$ cat config.mk
export PLATFORM = sky130hd
export DESIGN_NAME = hit_feeder
export DESIGN_NICKNAME = d
export VERILOG_FILES = /design/src/rtl/hit_feeder.sv
export SDC_FILE = /design/constraint.sdc
export NUM_CORES = 1
export LEC_CHECK = 0
export BUFFER_PORTS_ARGS = -buffer_cell sky130_fd_sc_hd__buf_2
export CAP_MARGIN = 25
export CORE_ASPECT_RATIO = 0.5
export CORE_UTILIZATION = 40
export DETAILED_ROUTE_END_ITERATION = 12
export PLACE_DENSITY_LB_ADDON = 0.1
export SLEW_MARGIN = 20
export SYNTH_ARGS = -nofsm -noshare
export SYNTH_HDL_FRONTEND = slang
export SYNTH_SLANG_ARGS = --single-unit
$ cat constraint.sdc
create_clock -name clk -period 7.7 [get_ports clk]
set_clock_uncertainty 0.05 [all_clocks]
set_input_delay 0.77 -clock clk [delete_from_list [all_inputs] [get_ports clk]]
set_output_delay 0.77 -clock clk [all_outputs]
set_load 0.01 [all_outputs]
$ cat src/rtl/hit_feeder.sv
// hit_feeder: upstream input stage for hxmpp.
// Buffers incoming hits in a small FIFO, drains them as single-cycle write
// strobes, tracks end-of-event and reports the per-event hit count.
module hit_feeder #(
  parameter int ROWINDEXBITS = 4,
  parameter int COLINDEXBITS = 4,
  parameter int HITINFOBITS  = 8,
  parameter int FIFODEPTH    = 16,
  parameter int HITCOUNTBITS = 8
) (
  input  logic                                 clk,
  input  logic                                 reset,
  input  logic                                 in_valid,
  input  logic [ROWINDEXBITS-1:0]              in_row,
  input  logic [COLINDEXBITS-1:0]              in_col,
  input  logic [HITINFOBITS-1:0]               in_hitInfo,
  output logic                                 in_ready,
  input  logic                                 eventEnd,
  input  logic                                 hold,
  output logic                                 write,
  output logic [ROWINDEXBITS+COLINDEXBITS-1:0] writeSSID,
  output logic [HITINFOBITS-1:0]               writeHitInfo,
  output logic                                 drained,
  output logic [HITCOUNTBITS-1:0]              eventHits
);

  localparam int SSIDBITS  = ROWINDEXBITS + COLINDEXBITS;
  localparam int ENTRYBITS = SSIDBITS + HITINFOBITS;
  localparam int ADDRBITS  = $clog2(FIFODEPTH);
  localparam logic [ADDRBITS:0] FULLCOUNT = (ADDRBITS+1)'(FIFODEPTH);

  logic [ENTRYBITS-1:0]    mem [FIFODEPTH];
  logic [ADDRBITS-1:0]     wrPtr;
  logic [ADDRBITS-1:0]     rdPtr;
  logic [ADDRBITS:0]       count;
  logic [HITCOUNTBITS-1:0] hitCount;
  logic                    pending;

  logic                    push;
  logic                    pop;
  logic                    drainNow;
  logic [ENTRYBITS-1:0]    inEntry;
  logic [ENTRYBITS-1:0]    head;

  assign in_ready = (count != FULLCOUNT);
  assign push     = in_valid && in_ready;
  // Pop only sees entries already stored; a hit arriving this cycle waits an edge.
  assign pop      = (count != '0) && !hold;
  assign drainNow = pending && (count == '0) && !pop && !push;
  assign inEntry  = {in_row, in_col, in_hitInfo};
  assign head     = mem[rdPtr];

  // FIFO storage: write the incoming hit at the tail on an accepted push.
  always_ff @(posedge clk) begin
    if (push) begin
      mem[wrPtr] <= inEntry;
    end
  end

  // Pointers, occupancy, output register, hit counting and event tracking.
  always_ff @(posedge clk) begin
    if (reset) begin
      wrPtr        <= '0;
      rdPtr        <= '0;
      count        <= '0;
      write        <= 1'b0;
      writeSSID    <= '0;
      writeHitInfo <= '0;
      drained      <= 1'b0;
      eventHits    <= '0;
      hitCount     <= '0;
      pending      <= 1'b0;
    end else begin
      if (push) begin
        wrPtr <= wrPtr + 1'b1;
      end

      write <= pop;
      if (pop) begin
        rdPtr        <= rdPtr + 1'b1;
        writeSSID    <= head[ENTRYBITS-1 -: SSIDBITS];
        writeHitInfo <= head[HITINFOBITS-1:0];
        if (hitCount != '1) begin
          hitCount <= hitCount + 1'b1;
        end
      end

      if (push && !pop) begin
        count <= count + 1'b1;
      end else if (pop && !push) begin
        count <= count - 1'b1;
      end

      // Completion wins over a repeated eventEnd at the same edge.
      drained <= drainNow;
      if (drainNow) begin
        eventHits <= hitCount;
        hitCount  <= '0;
        pending   <= 1'b0;
      end else if (eventEnd) begin
        pending <= 1'b1;
      end
    end
  end

endmodule
## After elaboration in Yosys (flattened, before gate mapping)

Memories as Yosys holds them, arrays and structs flattened. A register that Yosys moved wholly into a read port is not among the register bits.
Cells that the tools add are included.

| cells by class | value |
|---|---|
| equality and inequality tests | 2 |
| reduce and logical (&&, ||, !) cells | 15 |
| multiplexer cells | 4 |
| add/sub/neg operators | 5 |

Operators by type and width:

| cell | number |
|---|---|
| $mux 5 | 2 |
| $add 4x1->4 const B | 2 |
| $add 8x1->8 const B | 1 |
| $ne 8x8->1 const B | 1 |
| $logic_and 1x1->1 | 7 |
| $add 5x1->5 const B | 1 |
| $logic_not 5->1 | 1 |
| $ne 5x5->1 const B | 1 |
| $reduce_bool 5->1 | 1 |
| $sub 5x1->5 const B | 1 |
| $logic_not 1->1 | 3 |
| $mux 1 | 2 |
| $reduce_and 2->1 | 1 |
| $reduce_bool 2->1 | 1 |
| $reduce_or 2->1 | 1 |

| storage, ports and cells | value |
|---|---|
| word-level logic and storage cells | 35 |
| memories | 1 |
| memory bits (writable) | 256 |
| bits in registers | 32 |
| input port bits | 21 |
| output and inout port bits | 27 |

Memories:

| name | words | width | read ports | clocked after Yosys merged registers in | wr ports | line | RTL |
|---|---|---|---|---|---|---|---|
| mem | 16 | 16 | 1 | 1 | 1 | 32 | `logic [ENTRYBITS-1:0] mem [FIFODEPTH];` |

## Depth between registers and ports, before layout

Gate-level depths: netlist (run 1).

| logic depth | value |
|---|---|
| depth after elaboration | 6 |
| mapped depth | 12 |
| depth with buffers taken out | 11 |

## Worst setup path before layout (run 1)

Ideal clock, no wire load.

| timing | value |
|---|---|
| path type | input to register |
| from | input port hold |
| to | register count[4] |
| path slack | 4.745 ns |
| stages | 10 |
| buffers on the path | 1 |
| data required time | 7.529 ns |
| arrival | 2.784 ns |
| setup time | 0.121 ns |
| path through | a21oi_2 > clkbuf_1 > inv_1 > ha_1 > inv_1 > ha_1 > a21o_1 > a21oi_1 > mux2i_1 > mux2_2 |

| between the ends | value |
|---|---|
| word-level cells in the longest chain between the ends | 5 |
| elaborated cells between the ends (all ways) | 7 |
| those cells by class | mux: 1; reduce/logical: 6 |

Ends and longest elaborated chain:

| element | line | RTL |
|---|---|---|
| start: declaration | 19 | `input logic hold,` |
| $logic_not 1->1 (*) | 48 | `assign pop = (count != '0) && !hold;` |
| $logic_and 1x1->1 (*) | 48 |  |
| $logic_not 1->1 | 88 | `if (push && !pop) begin` |
| $logic_and 1x1->1 | 88 |  |
| $mux 5 / $reduce_bool 2->1 (equally long branches) | n/a |  |
| end signal: assignment | 89 | `count <= count + 1'b1;` |
| end signal: assignment | 91 | `count <= count - 1'b1;` |
| end: declaration | 35 | `logic [ADDRBITS:0] count;` |

Every way passes the cells marked *; elsewhere a longest branch is shown, timed or not.
A chain may end at the register's enable or synchronous reset.

## Worst setup path after layout (run 1)

| timing | value |
|---|---|
| from | register count[0] |
| to | register count[4] |

| between the ends | value |
|---|---|
| word-level cells in the longest chain between the ends | 5 |
| elaborated cells between the ends (all ways) | 13 |
| those cells by class | add/sub: 2; eq/ne: 1; mux: 2; reduce/logical: 8 |

Ends and longest elaborated chain:

| element |
|---|
| parallel branches: the longest is 5 deep, another holds $sub 5x1->5 |

Parallel ways; which one is timed is not known. The select of a mux whose other input is x is not followed.

==> flow_summary.ini, run 1 <==
[critical_path]
crit_type = reg2reg
critical_path.max_fanout = 44
worstPathArrival_ns = 3.46
reg2reg_to = count[4]$_SDFFE_PP0P_
cp-start-kind = flop
regToRegSetupSlack_ns = 4.61
end_kind = flop
cp.required_ns = 8.07
reg2reg_from = count[0]$_SDFFE_PP0P_
rr_worst_depth = 11

[global_route]
grt_pass1_vias = 6187
grt_max_degree = 58
globalRouteOverflowTotal = 0
track_usage = 0.185
antenna_found_initial = 0
grt_pass1_wl_mm = 39.9

[status]
status = finished, final reports clean

[synth]
synth_edf_count = 256
syn_area_um2 = 11800
postSynth.asyncResetShare = 0
synth_top_area_frac = 0.654
synth-seq-cells = 304
yosysMostFrequentCell = edfxtp_1
yosys-top-cells-count = 256 x edfxtp_1, 132 x mux2i_1, 63 x o22ai_1, 61 x nor2_1, 48 x dfxtp_1
synthTopCellsByArea = edfxtp_1 65%, mux2i_1 11%, dfxtp_1 8.2%
syn_nets = 760
synthCells = 728
synthFlopType = edfxtp_1
yosysSeqAreaShare = 0.736
ys_warn_count = 0
avgSynthCellArea_um2 = 16.1
synth.largest_area_cell = edfxtp_1
synth_cell_types = 41

[floorplanning]
die_h_um = 123
die_w_um = 244
core-area_um2 = 28300
io_pins = 48
start_util = 0.415
core.rowCount = 43
dieArea_um2 = 30100

[placement]
dpl.hpwl_mm = 14.9
routabilityCongestion = 0.757
io_buffers = 47

[drt]
antenna_left = 0
wl_mm = 27.0
route.vias.total = 6286
drc = 0
wl_per_cell_um = 22.7
drt_iter0_markers = 377
vias_per_cell = 5.29
first_pass_iters = 4

[timing]
max_clock_freq_ghz = 0.324
slew_violations = 0
max_slew_margin = 0.263
tightest_slew_ns = 1.11
finalSetupViolCount = 0
hold_slack_ns = 0.410
fin_crit_sh = 0.401
hold_viol = 0
fin_tns_setup_ns = 0
rsz0062_at_grt = no
fin_crit_ns = 3.09

[power]
peakVddDrop_v = 0.000182
cellLeakagePower_nw = 4.25
p_per_area_nw_per_um2 = 292

[cells_and_area]
fillCellCount = 2464
nets = 818
diodes = 0
final-seq-area_um2 = 8650
area_growth_pct = 13.4
multiInputGateArea_um2 = 2910
drive_gt1_frac = 0.161

[cts]
ctsHoldBuffers = 0
cts.htree.levels = 1
clk_latency_ns = 0.55
post_cts_buffers = 0
cts_buffers = 27
cts.sinks = 304
clk_path_buf_depth = 3
cts_resized = 0
cts_tree = yes
cts_root_buffer = clkbuf_16
clkTransAtPathRegs_ns = 0.06

[worst_hold_path]
holdPathEnd = pending$_SDFFE_PP0P_
hp-start = eventEnd
worst_hold_path.num_cells = 3
hold_class = in2reg

[run]
drv_cap = 0
[worst max-delay path by stage]
stage	start	to	slack (ns)	cells past startpoint
after global routing	count[0]$_SDFFE_PP0P_	count[4]$_SDFFE_PP0P_	4.44	11
after global placement	hold	count[4]$_SDFFE_PP0P_	4.41	11
after detailed placement	hold	count[4]$_SDFFE_PP0P_	4.37	11
final	count[0]$_SDFFE_PP0P_	count[4]$_SDFFE_PP0P_	4.61	11
after CTS	count[0]$_SDFFE_PP0P_	count[4]$_SDFFE_PP0P_	4.61	11
after floorplan	hold	count[4]$_SDFFE_PP0P_	4.75	10
[kinds of logic after synthesis]
| family | count (synthesis) | synth area share |
|---|---|---|
| adders and majority gates | 11 | 0.0123 |
| buffers and inverters | 49 | 0.0216 |
| and+or+nand+nor | 115 | 0.0477 |
| xor gates and xnor gates | 16 | 0.0119 |
| muxes | 133 | 0.113 |
| DFF | 304 | 0.736 |
| AOI/OAI and AO/OA | 100 | 0.0575 |
[worst max-delay path, cell delays in order (launching register included)]
cell	delay (ns)
dfxtp_1	0.37
nor4_4	0.45
a21oi_4	0.09
buf_4	0.31
inv_1	0.14
ha_1	0.22
inv_1	0.12
ha_1	0.34
a21o_1	0.17
a21oi_1	0.17
mux2i_1	0.21
mux2_2	0.34
[placed cells by master (no fill, tap or decap), types with 2 or more instances in the layout]
cell type,synthesis,routed
a211oi_1,16,16
a21o_1,2,2
a21oi_1,5,5
a22o_1,8,8
and4_1,2,2
buf_2,14,47
buf_4,8,21
buf_6,3,2
bufinv_16,0,2
clkbuf_1,16,7
clkbuf_16,0,27
clkbuf_8,0,2
clkinv_1,0,6
clkinv_2,0,5
dfxtp_1,48,47
edfxtp_1,256,256
ha_1,10,10
inv_1,8,8
mux2i_1,132,132
nand2_1,12,12
nand2b_1,2,2
nand3_1,3,3
nand3b_1,3,3
nand4_1,4,4
nor2_1,61,49
nor2_2,0,12
nor3_2,0,4
nor4_1,16,16
o22ai_1,63,63
xnor2_1,4,4
xor2_1,12,12
[registers in the layout, indices dropped and copies added (netlist names)]
name	cells
mem	256
eventHits	8
hitCount	8
writeHitInfo	8
writeSSID	8
count	5
rdPtr	4
wrPtr	4
drained	1
pending	1
write	1
[area by class of cell]
| type | count | area share |
|---|---|---|
| Clock buffer | 36 | 0.0547 |
| Timing Repair Buffer | 70 | 0.0312 |
| Multi-Input combinational cell | 375 | 0.218 |
| Inverter | 8 | 0.00225 |
| Clock inverter | 14 | 0.00873 |
| Tap cell | 382 | 0.0358 |
| Sequential cell | 304 | 0.649 |
[per-stage QoR]
stage	std cells	power (W)	cell area, um^2	utilization	worst slack [ns]
3_3_place_gp	1137	0.00261	12500	0.440	4.41
2_1_floorplan	728	0.00240	11800	-	4.75
5_1_grt	1189	0.00406	13300	0.471	4.44
6_report	1189	0.00389	13300	0.471	4.61
3_5_place_dp	1139	0.00262	12500	0.441	4.37
4_1_cts	1189	0.00393	13300	0.471	4.61
[routing by layer]
metal  vias up  track usage  share of wire
li1       2965            -              -
met1      3184        0.277           0.51
met2       106        0.285           0.44
met3        31       0.0269          0.035
met4         0       0.0406          0.016
met5         -            0              0
[where the power goes]
part / switching, W / total (W) / internal, W
sequential: 0.0000741 / 0.00196 / 0.00188
combinational: 0.000396 / 0.000622 / 0.000226
clock: 0.000581 / 0.00131 / 0.000732
total: 0.00105 / 0.00389 / 0.00284
Power figures use the tool's default switching activity.
==> run 2, diff against run 1 <==
==> constraint.sdc (replaced) <==
create_clock -name clk -period 2.8 [get_ports clk]
set_clock_uncertainty 0.05 [all_clocks]
set_input_delay 0.28 -clock clk [delete_from_list [all_inputs] [get_ports clk]]
set_output_delay 0.28 -clock clk [all_outputs]
set_load 0.01 [all_outputs]
==> flow_summary.ini, run 2 (synthesis results as in run 1) <==
[timing]
hold_viol = 0
setup_slack_ns = 0.137
finalSetupViolCount = 0
tightest_slew_ns = 0.968
fin_crit_sh = 0.951
max_slew_margin = 0.355
max_clock_freq_ghz = 0.376
fin_crit_ns = 2.66
slew_violations = 0

[critical_path]
end_kind = flop
rr_worst_depth = 11
cp_top_family = multiplexers
crit_chain = nor4_4, buf_4, a21oi_4, inv_1, ha_1, inv_1, ha_1, a21o_1, a21oi_1, mux2i_1, mux2_2
slowest_delay_ns = 0.35
crit_path_start = count[3]$_SDFFE_PP0P_
worstPathArrival_ns = 3.04
critical_path.max_fanout = 4
reg2reg_from = count[3]$_SDFFE_PP0P_
crit_buf_inv = 3
cp.required_ns = 3.18
critPathSlowestCell = dfxtp_1
crit_type = reg2reg
cp-start-kind = flop
regToRegSetupSlack_ns = 0.14
reg2reg_to = count[4]$_SDFFE_PP0P_

[cells_and_area]
top_register = mem
stdcell_count = 1200
final_common_cell = edfxtp_1
drive_gt1_frac = 0.175
layout_common_cells = 256 x edfxtp_1, 132 x mux2i_1, 63 x o22ai_1
area_growth_pct = 15.1
nets = 830
diodes = 0
largest_reg_flops = 256

[global_route]
antenna_found_initial = 0
grt_pass1_wl_mm = 39.0
grt_use_met2 = 0.268
grt_max_degree = 62
track_usage = 0.176
grt_pass1_vias = 6295
globalRouteOverflowTotal = 0
use_met1 = 0.265
grtUsageMet3 = 0.0304
busiest_layer = met2

[status]
status = finished, final reports clean

[worst_hold_path]
hold_class = in2reg
worst_hold_path.num_cells = 2
hp-start = reset
holdPathEnd = writeSSID[6]$_SDFFE_PP0P_

[cts]
clkTransAtPathRegs_ns = 0.07
cts.sinks = 304
cts_root_buffer = clkbuf_16
cts.htree.levels = 1
cts_buffers = 28
cts_tree = yes
clk_latency_ns = 0.55
clk_path_buf_depth = 3

[placement]
dpl.hpwl_mm = 15.6
io_buffers = 47
pre_cts_ws_ns = 0.106
routabilityCongestion = 0.750
placed_cells = 1147

[floorplanning]
die_w_um = 244
die_h_um = 123
core-area_um2 = 28300
core.rowCount = 43
dieArea_um2 = 30100
start_util = 0.415
io_pins = 48

[drt]
drc = 0
route.vias.total = 6324
wl_per_cell_um = 21.7
first_pass_iters = 5
vias_per_cell = 5.27
antenna_left = 0
drt_iter0_markers = 476
wl_mm = 26.0

[power]
peakVddDrop_v = 0.000444
p_per_area_nw_per_um2 = 814
cellLeakagePower_nw = 4.34

[run]
drv_cap = 0
run 2: worst max-delay path by stage:
stage               cells past startpoint                     to  slack, ns
floorplan                              11  count[4]$_SDFFE_PP0P_       0.05
global placement                       10  count[4]$_SDFFE_PP0P_       0.13
detailed placement                     10  count[4]$_SDFFE_PP0P_       0.11
CTS                                    10  count[4]$_SDFFE_PP0P_        0.1
global route                           11  count[4]$_SDFFE_PP0P_     -0.008
finish                                 11  count[4]$_SDFFE_PP0P_       0.14
run 2: metal layers:
layer | routed length, um | up-vias | part of all wire
met4 | 381 | 0 | 0.015
met1 | 13300 | 3191 | 0.51
met2 | 11300 | 119 | 0.43
met3 | 1030 | 33 | 0.039
met5 | 0 | - | 0
li1 | - | 2981 | -
run 2: timing repair:
item,in CTS,in global routing
resized for setup,0,0
setup endpoints to repair,0,1
hold buffers,2,0
setup buffers,0,1
endpoints found under the hold margin,2,0
run 2: area by class of cell:
class / instances / area [um^2]
Fill cell: 2464 / 14800
Sequential cell: 304 / 8650
Multi-Input combinational cell: 375 / 2930
Clock buffer: 34 / 744
Timing Repair Buffer: 81 / 520
Tap cell: 382 / 478
Clock inverter: 16 / 181
Inverter: 8 / 30.0
run 2: worst reg2reg max path: stages, from the launching register on:
cell and delay, ns:
dfxtp_1 0.35, nor4_4 0.28, buf_4 0.18, a21oi_4 0.06, inv_1 0.08, ha_1 0.21
inv_1 0.11, ha_1 0.33, a21o_1 0.17, a21oi_1 0.18, mux2i_1 0.22, mux2_2 0.34
run 2: per-stage QoR:
step | instance area [um^2] | power, W | hold slack [ns] | utilization | setup TNS [ns]
2_1_floorplan | 11800 | 0.00660 | 0.329 | - | 0
3_3_place_gp | 12600 | 0.00719 | 0.406 | 0.444 | 0
3_5_place_dp | 12600 | 0.00722 | 0.412 | 0.444 | 0
4_1_cts | 13500 | 0.0111 | 0.0295 | 0.477 | 0
5_1_grt | 13500 | 0.0115 | 0.0554 | 0.478 | -0.00828
6_report | 13500 | 0.0110 | 0.0418 | 0.478 | 0
run 2: power breakdown:
group | switching (W) | internal (W)
Clock | 0.00162 | 0.00226
Sequential | 0.000168 | 0.00517
Combinational | 0.00112 | 0.000674
Total | 0.00290 | 0.00811
